==> config.mk <==
export PLATFORM = sky130hd
export DESIGN_NAME = alu_issue_stage_flat
export DESIGN_NICKNAME = d
export VERILOG_FILES = /design/src/rtl/alu_issue_if.sv /design/src/rtl/alu_issue_stage.sv /design/src/flat_wrapper.sv
export SDC_FILE = /design/constraint.sdc
export NUM_CORES = 1
export LEC_CHECK = 0
export CAP_MARGIN = 5
export CORE_MARGIN = 10
export CORE_UTILIZATION = 43
export CTS_CLUSTER_SIZE = 20
export DETAILED_ROUTE_END_ITERATION = 8
export MAX_ROUTING_LAYER = met4
export PLACE_DENSITY = 0.9
export SLEW_MARGIN = 20
export SYNTH_ARGS = -nofsm -noshare
export SYNTH_HDL_FRONTEND = slang
export SYNTH_SLANG_ARGS = --single-unit
==> constraint.sdc <==
create_clock -name clk -period 4.96 [get_ports clk]
set_clock_uncertainty 0.05 [all_clocks]
set_input_delay 0.496 -clock clk [delete_from_list [all_inputs] [get_ports clk]]
set_output_delay 0.496 -clock clk [all_outputs]
set_load 0.02 [all_outputs]
==> src/rtl/alu_issue_if.sv <==
// alu_issue_if -- bundles the request, ALU-side and result signals of the
// ALU issue stage.
//   slave  : view used by the issue stage itself
//   master : view used by whatever drives requests, models the ALU and
//            consumes results
// Signals:
//   in_valid/in_ready, in_a, in_b, in_aluctrl, in_fctrl, in_dest : request
//   aip1, aip2, aluctrl, fctrl : operands/controls held towards the ALU
//   aop                        : registered ALU result
//   out_valid/out_ready, out_result, out_dest, out_zero, out_neg : result
//   busy                       : stage holds an operation
interface alu_issue_if #(
    parameter int DEST_W = 3
);
    logic              in_valid;
    logic              in_ready;
    logic [15:0]       in_a;
    logic [15:0]       in_b;
    logic [3:0]        in_aluctrl;
    logic [1:0]        in_fctrl;
    logic [DEST_W-1:0] in_dest;

    logic [15:0]       aip1;
    logic [15:0]       aip2;
    logic [3:0]        aluctrl;
    logic [1:0]        fctrl;
    logic [15:0]       aop;

    logic              out_valid;
    logic              out_ready;
    logic [15:0]       out_result;
    logic [DEST_W-1:0] out_dest;
    logic              out_zero;
    logic              out_neg;
    logic              busy;

    modport slave (
        input  in_valid, in_a, in_b, in_aluctrl, in_fctrl, in_dest,
        input  aop, out_ready,
        output in_ready, aip1, aip2, aluctrl, fctrl,
        output out_valid, out_result, out_dest, out_zero, out_neg, busy
    );

    modport master (
        output in_valid, in_a, in_b, in_aluctrl, in_fctrl, in_dest,
        output aop, out_ready,
        input  in_ready, aip1, aip2, aluctrl, fctrl,
        input  out_valid, out_result, out_dest, out_zero, out_neg, busy
    );
endinterface

==> src/rtl/alu_issue_stage.sv <==
// alu_issue_stage -- accepts one ALU operation at a time, holds its operands
// on the ALU inputs while the external (registered) ALU evaluates it, then
// captures the ALU result with zero/negative flags and offers it downstream
// until it is taken.
// Ports:
//   clk  : clock, rising edge
//   rst  : asynchronous active-high reset, aborts any operation in flight
//   bus  : alu_issue_if.slave (request, ALU operands/result, result handshake)
// Sequence: IDLE --accept--> EXEC --> WAIT --> DONE --out_ready--> IDLE.
module alu_issue_stage #(
    parameter int DEST_W = 3
) (
    input  logic        clk,
    input  logic        rst,
    alu_issue_if.slave  bus
);

    typedef enum logic [1:0] {
        IDLE = 2'd0,
        EXEC = 2'd1,
        WAIT = 2'd2,
        DONE = 2'd3
    } state_t;

    state_t state;
    state_t state_nxt;

    logic accept;

    // accept-stage registers: operands and controls of the op in flight
    logic [15:0]       a_p0;
    logic [15:0]       b_p0;
    logic [3:0]        aluctrl_p0;
    logic [1:0]        fctrl_p0;
    logic [DEST_W-1:0] dest_p0;

    // result-stage registers: captured ALU output and flags
    logic [15:0]       result_p2;
    logic              zero_p2;
    logic              neg_p2;

    assign accept = bus.in_valid && (state == IDLE);

    // State register
    always_ff @(posedge clk or posedge rst) begin
        if (rst) begin
            state <= IDLE;
        end else begin
            state <= state_nxt;
        end
    end

    // Next-state logic
    always_comb begin
        state_nxt = state;
        case (state)
            IDLE: if (bus.in_valid) state_nxt = EXEC;
            EXEC: state_nxt = WAIT;
            WAIT: state_nxt = DONE;
            DONE: if (bus.out_ready) state_nxt = IDLE;
            default: state_nxt = IDLE;
        endcase
    end

    // ---- accept boundary: operands only change when a new op is taken,
    // so they stay constant on the ALU inputs through EXEC, WAIT and DONE.
    always_ff @(posedge clk or posedge rst) begin
        if (rst) begin
            a_p0       <= '0;
            b_p0       <= '0;
            aluctrl_p0 <= '0;
            fctrl_p0   <= '0;
            dest_p0    <= '0;
        end else if (accept) begin
            a_p0       <= bus.in_a;
            b_p0       <= bus.in_b;
            aluctrl_p0 <= bus.in_aluctrl;
            fctrl_p0   <= bus.in_fctrl;
            dest_p0    <= bus.in_dest;
        end
    end

    // ---- WAIT->DONE boundary: the ALU registered its result on the
    // EXEC->WAIT edge, so aop is valid throughout WAIT.
    always_ff @(posedge clk or posedge rst) begin
        if (rst) begin
            result_p2 <= '0;
            zero_p2   <= 1'b0;
            neg_p2    <= 1'b0;
        end else if (state == WAIT) begin
            result_p2 <= bus.aop;
            zero_p2   <= (bus.aop == 16'h0000);
            neg_p2    <= bus.aop[15];
        end
    end

    assign bus.aip1       = a_p0;
    assign bus.aip2       = b_p0;
    assign bus.aluctrl    = aluctrl_p0;
    assign bus.fctrl      = fctrl_p0;

    // The tag register is untouched until the next accept, which cannot
    // happen before DONE is left, so it doubles as the result tag.
    assign bus.out_dest   = dest_p0;
    assign bus.out_result = result_p2;
    assign bus.out_zero   = zero_p2;
    assign bus.out_neg    = neg_p2;

    // Decoded straight from state so an asynchronous reset drops them at once.
    assign bus.in_ready   = (state == IDLE);
    assign bus.out_valid  = (state == DONE);
    assign bus.busy       = (state != IDLE);

endmodule

==> src/flat_wrapper.sv <==
// flat-port wrapper written by rule: the top's interface ports become plain ports
module alu_issue_stage_flat 
#(
    parameter int DEST_W = 3
)
  (clk, rst, bus_in_valid, bus_in_a, bus_in_b, bus_in_aluctrl, bus_in_fctrl, bus_in_dest, bus_aop, bus_out_ready, bus_in_ready, bus_aip1, bus_aip2, bus_aluctrl, bus_fctrl, bus_out_valid, bus_out_result, bus_out_dest, bus_out_zero, bus_out_neg, bus_busy);
  alu_issue_if #(.DEST_W(DEST_W)) bus_i ();
  input  logic clk;
  input  logic rst;
  input wire logic [$bits(bus_i.in_valid)-1:0] bus_in_valid;
  input wire logic [$bits(bus_i.in_a)-1:0] bus_in_a;
  input wire logic [$bits(bus_i.in_b)-1:0] bus_in_b;
  input wire logic [$bits(bus_i.in_aluctrl)-1:0] bus_in_aluctrl;
  input wire logic [$bits(bus_i.in_fctrl)-1:0] bus_in_fctrl;
  input wire logic [$bits(bus_i.in_dest)-1:0] bus_in_dest;
  input wire logic [$bits(bus_i.aop)-1:0] bus_aop;
  input wire logic [$bits(bus_i.out_ready)-1:0] bus_out_ready;
  output wire logic [$bits(bus_i.in_ready)-1:0] bus_in_ready;
  output wire logic [$bits(bus_i.aip1)-1:0] bus_aip1;
  output wire logic [$bits(bus_i.aip2)-1:0] bus_aip2;
  output wire logic [$bits(bus_i.aluctrl)-1:0] bus_aluctrl;
  output wire logic [$bits(bus_i.fctrl)-1:0] bus_fctrl;
  output wire logic [$bits(bus_i.out_valid)-1:0] bus_out_valid;
  output wire logic [$bits(bus_i.out_result)-1:0] bus_out_result;
  output wire logic [$bits(bus_i.out_dest)-1:0] bus_out_dest;
  output wire logic [$bits(bus_i.out_zero)-1:0] bus_out_zero;
  output wire logic [$bits(bus_i.out_neg)-1:0] bus_out_neg;
  output wire logic [$bits(bus_i.busy)-1:0] bus_busy;
  assign bus_i.in_valid = bus_in_valid;
  assign bus_i.in_a = bus_in_a;
  assign bus_i.in_b = bus_in_b;
  assign bus_i.in_aluctrl = bus_in_aluctrl;
  assign bus_i.in_fctrl = bus_in_fctrl;
  assign bus_i.in_dest = bus_in_dest;
  assign bus_i.aop = bus_aop;
  assign bus_i.out_ready = bus_out_ready;
  assign bus_in_ready = bus_i.in_ready;
  assign bus_aip1 = bus_i.aip1;
  assign bus_aip2 = bus_i.aip2;
  assign bus_aluctrl = bus_i.aluctrl;
  assign bus_fctrl = bus_i.fctrl;
  assign bus_out_valid = bus_i.out_valid;
  assign bus_out_result = bus_i.out_result;
  assign bus_out_dest = bus_i.out_dest;
  assign bus_out_zero = bus_i.out_zero;
  assign bus_out_neg = bus_i.out_neg;
  assign bus_busy = bus_i.busy;
  alu_issue_stage #(.DEST_W(DEST_W)) u_core (.clk(clk), .rst(rst), .bus(bus_i));
endmodule
[Word level (Yosys, flattened, before mapping)]
Index checks and enable logic that the tools add are counted.
Cells by class
  equal/unequal tests: 5
  muxes and demuxes: 3
  reduce and logical (&&, ||, !) cells: 5
Operator list (number)
  16-bit zero test: 1
  2-bit one-hot mux with 4 select lines: 1
  2-bit == test (second input constant): 2
  2-bit two-way mux: 2
  2-bit inequality test (second input constant): 2
  2-bit by 1-bit == test with 1-bit output (second input constant): 1
  2-bit zero test: 1
  2-bit AND reduction: 1
  2-bit nonzero test: 1
  1-bit logical AND: 1
Storage, ports and cells
  register bits after elaboration: 61
  bits of input ports: 61
  output and inout port bits: 62
  word-level logic and storage cells: 22

[Depth between registers and ports, before layout]
  depth in word-level cells: 3
  gate-level depth with buffers: 6
  depth with buffers taken out: 4

[Worst setup path before layout]
Ideal clock, no wire load.
  path kind: register to register
  start: register u_core.state[0]
  end: register u_core.a_p0[0], in the netlist u_core.bus.aip1[0]
  setup time: 125 ps
  arrival: 1406 ps
  data required time: 4785 ps
  setup slack: 3379 ps
  stages on the path, launching flop included: 6
  buffers on the path: 1
  clock period less this slack: 1581 ps
  path through: dfrtp_1 inv_1 ha_1 nand2_2 buf_6 mux2_4
On the way
  word-level cells in the longest chain between the ends: 2
Ends and longest elaborated chain
  from (decl): RTL line alu_issue_stage.sv:25  | state_t state;
  from (signal assigned): RTL line alu_issue_stage.sv:49  | state <= state_nxt;
  2-bit zero test
  net bus_in_ready: RTL line flat_wrapper.sv:18  | output wire logic [$bits(bus_i.in_ready)-1:0] bus_in_ready;
  1-bit logical AND: RTL line alu_issue_stage.sv:42  | assign accept = bus.in_valid && (state == IDLE);
  to (signal assigned): RTL line alu_issue_stage.sv:75  | a_p0 <= bus.in_a;
  to (decl): RTL line alu_issue_stage.sv:31  | logic [15:0] a_p0;
The timed path passes the listed nets, and every way through them passes these cells.
A chain may end at the register's enable or synchronous reset.

[Worst setup path in the final report]
  start: register u_core.state[0]
  end: output bus_in_ready
On the way
  word-level cells in the longest chain between the ends: 1
Ends and longest elaborated chain
  2-bit zero test: RTL line alu_issue_stage.sv:110  | assign bus.in_ready = (state == IDLE);
  to (decl): RTL line flat_wrapper.sv:18
No other way between the ends.

==> results.json <==
{
  "synth_top_family_by_area": "multiplexers",
  "ant_nets": 0,
  "fin_crit_sh_pct": 45.01,
  "routed_via_density": 4.646,
  "first_iter_violations": 25,
  "clkLatencyLatePin_ps": 310,
  "start_kind": "flip-flop",
  "synth.area.mux_share_pct": 32.13,
  "pre_cts_ws_ps": 2454,
  "cp_max_fo": 5,
  "synth_warnings": 0,
  "critPathRequiredTime_ps": 4410,
  "drt_first_pass_iters": 4,
  "fin_area_sq_mm": 0.003953,
  "clk_pin_slew_worst_paths_ps": 60,
  "dpl_cell_area_sq_mm": 0.003761,
  "max_freq_mhz": 447.9,
  "hp-class": "flip-flop to flip-flop",
  "fin_setup_tns_ps": 0,
  "powerDensity_mw_per_mm2": 707.1,
  "drive_gt1_share_pct": 28.06,
  "hpwlAfterDp_um": 5093,
  "synth_simple_gate_area_share_pct": 1.952,
  "cts_setup_buffers": 0,
  "grt_max_degree": 61,
  "cp-end-kind": "output pin",
  "status": "completed",
  "finalCriticalPeriod_ps": 2233,
  "tightest_slew_ps": 801.3,
  "post_cts_resized": 0,
  "vdd_drop_max_uv": 419.7,
  "power_leakage_nw": 1.782,
  "syn-instance-count": 145,
  "coreArea_sq_mm": 0.005574,
  "power_w": 0.002795,
  "yosysSeqAreaShare_pct": 60.06,
  "die_w_um": 96.25,
  "grt_pass1_wl_um": 9508,
  "die_y_um": 96.25,
  "rsz0062_at_grt": "no",
  "cts.sinks": 60,
  "ys_types": 17,
  "cp_data_arrival_time_ps": 1690,
  "fill_cells": 395,
  "drv_slew": 0,
  "overflow": 0,
  "num_vias": 1626,
  "fin_cells": 350,
  "io_pins": 123,
  "synth.avg_cell_area_sq_um": 17.24,
  "row_count": 27,
  "grt_pass1_vias": 1811,
  "design.die.area_sq_mm": 0.009263,
  "drc_errors": 0,
  "synth_area_sq_mm": 0.002500,
  "synthAdderAreaFrac_pct": 1.502,
  "drv_cap": 0,
  "relSlewSlack_pct": 46.58,
  "setup_viol": 0,
  "drt_wl_total_um": 6398,
  "portBuffers": 122,
  "nets": 337,
  "rr_startpoint": "u_core.state[0]",
  "postCtsHoldBufs": 0,
  "yosys_register_bits": 60,
  "setup_slack_ps": 2727,
  "root_buffer": "clkbuf_8",
  "cts_buffers": 9,
  "synthXorXnorAreaFrac_pct": 0,
  "synth_compound_area_share_pct": 0.8509,
  "antenna_found_initial": 0,
  "place_inst": 334,
  "wl_per_cell_um": 18.28,
  "path_class": "flip-flop to output pin",
  "syn_to_final_growth_pct": 58.11,
  "min_from": "u_core.bus.out_result[0]",
  "grtUsageTotal_pct": 13.86,
  "cts_tree": "yes",
  "hold_viol": 0,
  "diodes": 0,
  "place_congestion": 0.7602,
  "htreeDepth": 3,
  "start_util_pct": 44.85,
  "synth_fp_nets": 209,
  "cp-startpoint": "u_core.state[0]",
  "clockBufferDepth": 2
}
[power breakdown]
group	switching [W]	internal, W	total (W)
Clock	0.000188	0.000229	0.000417
Combinational	0.000632	0.000853	0.00148
Sequential	0.000152	0.000741	0.000893
[final cells by class]
class / count / area, sq um / area share (%)
clock buffer: 9 / 123.9 / 3.134
clock inverter: 7 / 67.56 / 1.709
inverter: 6 / 22.52 / 0.5698
multi-input combinational: 72 / 910.9 / 23.05
sequential: 60 / 1501 / 37.99
tap: 72 / 90.09 / 2.279
timing repair buffer: 124 / 1236 / 31.28
[routing by layer]
metal  share of wire, %  GRT usage [%]
met1                 40          16.56
met4               0.92          4.054
met5                  0              -
met3                8.3          4.436
met2                 51          21.92
[kinds of logic (layout without fill, tap and decap cells)]
logic type	after synthesis	in the layout
muxes	58	58
buffers and inverters	13	146
DFF	60	60
AOI/OAI and AO/OA	3	3
and+or+nand+nor	8	8
adders and majority gates	3	3
[final timing paths]
kind                                             end  slack [ps]  cells after the start
max                                     bus_in_ready        2730                      3
min                         u_core.bus.out_result[0]         460                      1
max reg2reg                      u_core.bus.fctrl[0]        2750                      5
min reg2reg                 u_core.bus.out_result[0]         460                      1
max in group asynchronous  u_core.bus.out_result[13]        3720                      3
min in group asynchronous         u_core.bus.aip1[7]         660                      3
[synthesized netlist by cell type]
cell type / instances / area share, %
a21oi_1: 1 / 0.20
buf_2: 1 / 0.20
buf_4: 2 / 0.60
buf_6: 4 / 1.8
dfrtp_1: 60 / 60
ha_1: 3 / 1.5
inv_1: 6 / 0.90
mux2_2: 18 / 8.1
mux2_4: 40 / 24
nand2_2: 1 / 0.25
nand3_1: 1 / 0.20
nand3b_1: 1 / 0.30
nor2b_1: 1 / 0.25
nor3_1: 1 / 0.20
nor4_1: 3 / 0.75
o22ai_1: 1 / 0.25
o32a_1: 1 / 0.40
[sequential cells by signal (all words and copies together) (netlist names)]
register	count
u_core.bus.out_result	15
u_core.bus.out_neg	1
u_core.bus.fctrl	2
u_core.bus.out_dest	3
u_core.bus.aip2	16
u_core.bus.aluctrl	4
u_core.state	2
u_core.bus.out_zero	1
u_core.bus.aip1	16
[through the flow]
| step | util (%) | hold WS (ps) |
|---|---|---|
| after global routing | 70.91 | 473.1 |
| after floorplan | - | 449.6 |
| final | 70.91 | 459.4 |
| after detailed placement | 67.47 | 441.4 |
| after CTS | 70.91 | 460.3 |
| after global placement | 67.47 | 438.6 |
[layout by cell type (no fill, tap or decap), types with 2 or more instances in the layout]
master           count
clkinv_2             3
dfrtp_1             60
buf_4                2
clkinvlp_4           3
nor4_1               3
clkdlybuf4s50_1    122
mux2_2              18
ha_1                 3
inv_1                5
clkbuf_8             9
mux2_4              40
[worst max-delay path: stages, from the launching register on]
cell and delay, ps:
dfrtp_1 390, inv_1 80, ha_1 240, clkdlybuf4s50_1 660
No activity file was read; power rests on OpenSTA's default activity.
